`src/rtl/cv32e40x_txn_tracker.sv`:
```
// ---------------------------------------------------------------------------
// cv32e40x_txn_tracker
//
// Outstanding-transaction tracker sitting on the core side of the alignment
// checker and MPU. It counts in-flight bus requests, blocks issue once the
// in-flight limit is reached, remembers each request's sideband info in an
// in-order FIFO and pairs every returning response with the oldest request.
// It also produces the next-cycle "exactly one pending" indication used by
// the alignment checker to time its error responses.
//
// Parameters:
//   DEPTH   maximum outstanding transactions (1..4)
//   INFO_W  width of per-transaction sideband info (bit 0 = write enable)
//
// Ports:
//   clk, rst_n              clock, asynchronous active-low reset
//   core_trans_valid_i      core request valid
//   core_trans_info_i       request sideband info
//   core_trans_ready_o      request accepted when high together with valid
//   down_trans_valid_o      request forwarded downstream
//   down_trans_ready_i      downstream ready
//   down_resp_valid_i       downstream response valid (single cycle, no stall)
//   down_resp_rdata_i       response read data
//   down_resp_bus_err_i     bus error
//   down_resp_mpu_err_i     MPU error
//   down_resp_align_err_i   alignment error
//   core_resp_valid_o       response to core
//   core_resp_rdata_o       read data, passed through
//   core_resp_err_o         0 = OK, 1 = bus, 2 = MPU, 3 = align
//   core_resp_info_o        info of the oldest outstanding request
//   one_txn_pend_n_o        exactly one transaction outstanding next cycle
//   outstanding_o           current outstanding count
//   empty_o                 outstanding count is zero
//   spurious_resp_o         response arrived with nothing outstanding
// ---------------------------------------------------------------------------
module cv32e40x_txn_tracker #(
    parameter int DEPTH  = 2,
    parameter int INFO_W = 4
) (
    input  logic              clk,
    input  logic              rst_n,
    input  logic              core_trans_valid_i,
    input  logic [INFO_W-1:0] core_trans_info_i,
    output logic              core_trans_ready_o,
    output logic              down_trans_valid_o,
    input  logic              down_trans_ready_i,
    input  logic              down_resp_valid_i,
    input  logic [31:0]       down_resp_rdata_i,
    input  logic              down_resp_bus_err_i,
    input  logic              down_resp_mpu_err_i,
    input  logic              down_resp_align_err_i,
    output logic              core_resp_valid_o,
    output logic [31:0]       core_resp_rdata_o,
    output logic [1:0]        core_resp_err_o,
    output logic [INFO_W-1:0] core_resp_info_o,
    output logic              one_txn_pend_n_o,
    output logic [2:0]        outstanding_o,
    output logic              empty_o,
    output logic              spurious_resp_o
);

    localparam int                   PTR_W    = (DEPTH > 1) ? $clog2(DEPTH) : 1;
    localparam logic [PTR_W-1:0]     LAST_PTR = PTR_W'(DEPTH - 1);
    localparam logic [2:0]           CNT_MAX  = 3'(DEPTH);

    localparam logic [1:0]           ERR_OK    = 2'd0;
    localparam logic [1:0]           ERR_BUS   = 2'd1;
    localparam logic [1:0]           ERR_MPU   = 2'd2;
    localparam logic [1:0]           ERR_ALIGN = 2'd3;

    logic [2:0]        r_cnt;
    logic [PTR_W-1:0]  r_wptr;
    logic [PTR_W-1:0]  r_rptr;
    logic [INFO_W-1:0] r_fifo [DEPTH];

    logic              w_full;
    logic              w_respOk;
    logic              w_slotAvail;
    logic              w_accept;
    logic [2:0]        w_cntNext;
    logic [PTR_W-1:0]  w_wptrNext;
    logic [PTR_W-1:0]  w_rptrNext;

    // Pointers wrap explicitly at DEPTH-1 so non-power-of-two depths work.
    function automatic logic [PTR_W-1:0] ptrInc(input logic [PTR_W-1:0] ptr);
        return (ptr == LAST_PTR) ? '0 : ptr + PTR_W'(1);
    endfunction

    // A response in the same cycle frees a slot, so a full tracker may still
    // accept; the new entry lands in the slot being freed (wptr == rptr).
    assign w_full      = (r_cnt == CNT_MAX);
    assign w_respOk    = down_resp_valid_i && (r_cnt != 3'd0);
    assign w_slotAvail = !w_full || w_respOk;
    assign w_accept    = core_trans_valid_i && core_trans_ready_o;
    assign w_cntNext   = r_cnt + 3'(w_accept) - 3'(w_respOk);
    assign w_wptrNext  = ptrInc(r_wptr);
    assign w_rptrNext  = ptrInc(r_rptr);

    assign down_trans_valid_o = core_trans_valid_i && w_slotAvail;
    assign core_trans_ready_o = down_trans_ready_i && w_slotAvail;

    assign core_resp_valid_o  = w_respOk;
    assign core_resp_rdata_o  = down_resp_rdata_i;
    assign core_resp_info_o   = r_fifo[r_rptr];

    assign one_txn_pend_n_o   = (w_cntNext == 3'd1);
    assign outstanding_o      = r_cnt;
    assign empty_o            = (r_cnt == 3'd0);
    assign spurious_resp_o    = down_resp_valid_i && (r_cnt == 3'd0);

    // Error code priority: align over MPU over bus; forced to OK whenever no
    // response is being forwarded (including spurious responses).
    always_comb begin
        core_resp_err_o = ERR_OK;
        if (w_respOk) begin
            if (down_resp_align_err_i) begin
                core_resp_err_o = ERR_ALIGN;
            end else if (down_resp_mpu_err_i) begin
                core_resp_err_o = ERR_MPU;
            end else if (down_resp_bus_err_i) begin
                core_resp_err_o = ERR_BUS;
            end
        end
    end

    // Count and pointers; a spurious response leaves all of them untouched.
    always_ff @(posedge clk or negedge rst_n) begin
        if (!rst_n) begin
            r_cnt  <= 3'd0;
            r_wptr <= '0;
            r_rptr <= '0;
        end else begin
            r_cnt <= w_cntNext;
            if (w_accept) begin
                r_wptr <= w_wptrNext;
            end
            if (w_respOk) begin
                r_rptr <= w_rptrNext;
            end
        end
    end

    // Sideband storage needs no reset: entries are only read once written.
    always_ff @(posedge clk) begin
        if (w_accept) begin
            r_fifo[r_wptr] <= core_trans_info_i;
        end
    end

endmodule

```
`config.mk`:
```
export PLATFORM = sky130hd
export DESIGN_NAME = cv32e40x_txn_tracker
export DESIGN_NICKNAME = d
export VERILOG_FILES = /design/src/rtl/cv32e40x_txn_tracker.sv
export SDC_FILE = /design/constraint.sdc
export NUM_CORES = 1
export LEC_CHECK = 0
export CORE_UTILIZATION = 28
export DETAILED_ROUTE_END_ITERATION = 10
export GPL_TIMING_DRIVEN = 0
export PLACE_DENSITY = 0.8
export SYNTH_ARGS = -nofsm -noshare
export SYNTH_HDL_FRONTEND = slang
export SYNTH_SLANG_ARGS = --single-unit
```
`constraint.sdc`:
```
create_clock -name clk -period 4.9 [get_ports clk]
set_clock_uncertainty 0.15 [all_clocks]
set_input_delay 1.47 -clock clk [delete_from_list [all_inputs] [get_ports clk]]
set_output_delay 1.47 -clock clk [all_outputs]
set_load 0.02 [all_outputs]
```
After elaboration in Yosys (flattened, before gate mapping) --
Memory sizes are Yosys's and may differ from the RTL's. Index checks and enable logic that the tools add are counted.
Word-level totals: memories kept 1, memory bits (writable) 8, input port bits 44, register bits 5, output and inout bits 47
Operators by class: equal/unequal tests 2, mux-type cells 8, reduce and logical (&&, ||, !) cells 9, add/sub/neg operators 4
Memory list:
- r_fifo | depth 2, bits a word 4, read ports 1, clocked after memory_dff 0, wr ports 1, RTL line 74 | logic [INFO_W-1:0] r_fifo [DEPTH];
Operators with widths (number):
- two-way mux 2 bit | 3
- logical AND 1 bit | 5
- two-way mux 1 bit | 5
- adder 3 x 1 -> 3 bit | 1
- == test 3 x 1 -> 1 bit (second input constant) | 1
- == test 3 x 2 -> 1 bit (second input constant) | 1
- zero test 3 bit | 1
- nonzero test 3 bit | 1
- subtractor 3 x 1 -> 3 bit | 1
- adder 1 bit (second input constant) | 2
- zero test 1 bit | 1
- logical OR 1 bit | 1

Longest topological paths before layout --
depth after elaboration 8, gate-level depth with buffers 10, depth with buffers taken out 10

Least setup slack after synthesis --
No wires, ideal clock.
path type input-to-output, start in down_resp_valid_i, end out one_txn_pend_n_o, arrival time 3.413 ns, slack -0.133 ns, cell stages on the path 9, path through nor4b_4 nand3b_2 ha_1 inv_1 ha_1 fa_1 xnor2_1 xnor2_1 nor3b_1
Between the ends: cells in the longest elaborated chain, start to end 7
Ends and longest elaborated chain:
- start, declared | RTL line 47 | input logic down_resp_valid_i,
- logical AND 1 bit (*) | RTL line 92 | assign w_respOk = down_resp_valid_i && (r_cnt != 3'd0);
- logical OR 1 bit | RTL line 93 | assign w_slotAvail = !w_full || w_respOk;
- logical AND 1 bit | RTL line 100 | assign core_trans_ready_o = down_trans_ready_i && w_slotAvail;
- logical AND 1 bit | RTL line 94 | assign w_accept = core_trans_valid_i && core_trans_ready_o;
- adder 3 x 1 -> 3 bit | RTL line 95 | assign w_cntNext = r_cnt + 3'(w_accept) - 3'(w_respOk);
- subtractor 3 x 1 -> 3 bit (*) | RTL line 95
- via w_cntNext[2] | RTL line 80 | logic [2:0] w_cntNext;
- == test 3 x 1 -> 1 bit (*) | RTL line 106 | assign one_txn_pend_n_o = (w_cntNext == 3'd1);
- end, declared | RTL line 56 | output logic one_txn_pend_n_o,
The timed path passes the listed nets; every way through them passes the cells marked *.

Worst setup path after layout --
Same ends and word-level chain as after synthesis.

==> flow_summary.ini <==
[outcome]
status = finished with violations
violations = DRC, setup timing

[global_routing]
antenna_found_initial = 0
grtUsageTotal_pct = 11.9
grt.overflow.total = 0
grt_max_degree = 8
first_global_vias = 704
grt_pass1_wl_um = 2870

[logic_synthesis]
synth_compound_area_share_pct = 0.588
synth_top_area_share_pct = 28.2
synth_cell_types = 18
synth_xor_area_share_pct = 4.12
ys_ff_latch = 13
synth-adder-area-share_pct = 5.29
avgSynthCellArea_um2 = 11.3
syn_nets = 122
syn-cell-area_um2 = 851
synth_top_family_by_area = buffers and inverters
yosys.area_share.simple_pct = 11.3
yosysWarnings = 0
synth_area_leaders = buf_4, edfxtp_1, dfrtp_1
synthMuxAreaShare_pct = 5.29
seq_area_frac_synth_pct = 42.9
syn_inst = 75
yosysTopAreaCell = buf_4

[setup_path]
crit_type = primary input to primary output
crit_start = down_resp_valid_i
crit_fanout = 2
end_kind = primary output
cp.arrival_ns = 3.31
required_ns = 3.28
startpoint_type = primary input
r2r-start = outstanding_o[0]

[routing]
dr.first_iter.drc_count = 12
viasPerCell = 4.18
first_pass_iters = 6
drcViolationCount = 8
num_vias = 714
ant_nets = 0
finalWirelength_um = 1970
wire_per_inst_um = 11.5

[power]
leakagePower_nw = 0.682
p_total_mw = 0.638
netSwitchingFraction_pct = 38.2
cellPowerDensity_nw_per_um2 = 405
seq_power_share_pct = 29.1
comb_power_share_pct = 61.2
ir_drop_mv = 0.261
p_switching_mw = 0.243
p_int_mw = 0.394
power.share.clock_pct = 9.7

[final_layout]
final_layout_size_suffix_gt1_share_pct = 39.3
area_growth_pct = 85.1
layout_common_cells = clkdlybuf4s50_1, buf_4, edfxtp_1, dfrtp_1
fin_area_um2 = 1580
layout.nets = 188
n_antenna_cell = 0
final_common_cell = clkdlybuf4s50_1

[clock_tree]
clock_latency_ns = 0.26
cts_tree = done
holdBufCountCts = 0
h-tree-depth = 1
clkTransAtPathRegs_ns = 0.07
numCtsBuffers = 3
cts_buffer_depth = 2
cts_root_buf = clkbuf_4
cts.sink_count = 13

[placed_design]
place_congestion = 0.682
portBuffers = 58
placed_area_um2 = 1480

[timing]
period_minus_slack_ns = 4.93
hold_viol = 0
tightest_slew_ns = 0.345
relSlewSlack_pct = 76.9
fin_crit_sh_pct = 101
finalMaxSlewViolations = 0
finalSetupTns_ns = -0.0321
timing.fmax_mhz = 203
rsz0062_at_grt = yes
fin_ws_ns = -0.0321
setup_viol = 1

[floorplanning]
initial_core_util_pct = 30.1
core_area_um2 = 2830
rows = 19
die_area_um2 = 3260
die-width_um = 57.1
die_y_um = 57.1
io-pin-count = 91

[run]
max_cap_violations = 0

[worst_hold_path]
hp-class = flip-flop to flip-flop
hold_start = r_wptr
[critical path, stage by stage]
cell	delay, ns
buf_8	0.10
nor4b_4	0.24
nand3b_4	0.20
ha_4	0.13
inv_2	0.04
ha_4	0.14
fa_2	0.36
xnor2_2	0.16
xnor2_2	0.16
nor3b_2	0.16
buf_4	0.16
[sequential cells by signal, indices dropped and copies added, names as in the netlist]
signal / flops
outstanding_o: 3
r_fifo: 8
r_wptr: 1
r_rptr: 1
[layer usage]
metal  part of all wire, %  wire, um  global-route usage [%]
met4                   1.4        27                    7.32
met5                     0         0                       0
met2                    54      1060                    23.2
met1                    34       677                    11.0
met3                    10       201                    2.72
[cell families after synthesis]
group,Yosys count
buffers and inverters,37
XOR/XNOR,4
adder cells (fa/ha/maj),3
AO/OA/AOI/OAI,1
multiplexers,4
AND/OR/NAND/NOR,13
flip-flops,13
[through the flow]
stage	util [%]	std cells	hold WS (ns)	setup WS, ns
after floorplan	-	75	0.310	0.0504
after global placement	52.1	164	0.330	-1.03
after detailed placement	52.1	164	0.354	-1.10
after CTS	55.7	171	0.362	-0.158
after global routing	55.7	171	0.405	-0.107
final	55.7	171	0.360	-0.0321
[cell usage after synthesis, drive strengths merged]
| cell | instances |
|---|---|
| a21oi | 1 |
| and2 | 1 |
| and3 | 1 |
| buf | 32 |
| dfrtp | 5 |
| edfxtp | 8 |
| fa | 1 |
| ha | 2 |
| inv | 5 |
| mux2 | 4 |
| nand2b | 1 |
| nand3b | 1 |
| nor2 | 4 |
| nor2b | 2 |
| nor3 | 1 |
| nor3b | 1 |
| nor4b | 1 |
| xnor2 | 4 |
[area by class of cell]
type,instances,area [um^2]
Fill cell,230,1250
Timing Repair Buffer,61,603
Sequential cell,13,365
Multi-Input combinational cell,25,283
Buffer,32,240
Tap cell,31,38.8
Clock buffer,4,26.3
Inverter,5,18.8
[power by group through the flow]
stage | Combinational [mW] | Clock (mW) | Sequential [mW]
after floorplan | 0.191 | 0 | 0.193
after global placement | 0.341 | 0 | 0.183
after detailed placement | 0.354 | 0 | 0.185
after CTS | 0.393 | 0.0644 | 0.186
after global routing | 0.413 | 0.0693 | 0.190
final | 0.390 | 0.0622 | 0.185
[final timing paths]
check                                         to  slack (ns)  cells after the start
max in group asynchronous       outstanding_o[0]        3.14                      1
worst max register to register  outstanding_o[2]        2.44                      9
worst min-delay path                      r_wptr        0.36                      1
worst min register to register            r_wptr        0.36                      1
min in group asynchronous                 r_rptr        1.27                      1
worst max-delay path            one_txn_pend_n_o       -0.03                     11
[repair_timing]
action / CTS / global route
buffers inserted: 3 / 0
setup endpoints to repair: 1 / 1
pin swaps: 6 / 6
cloned: 0 / 0
gates resized for setup: 22 / 1
Power figures use the tool's default switching activity.
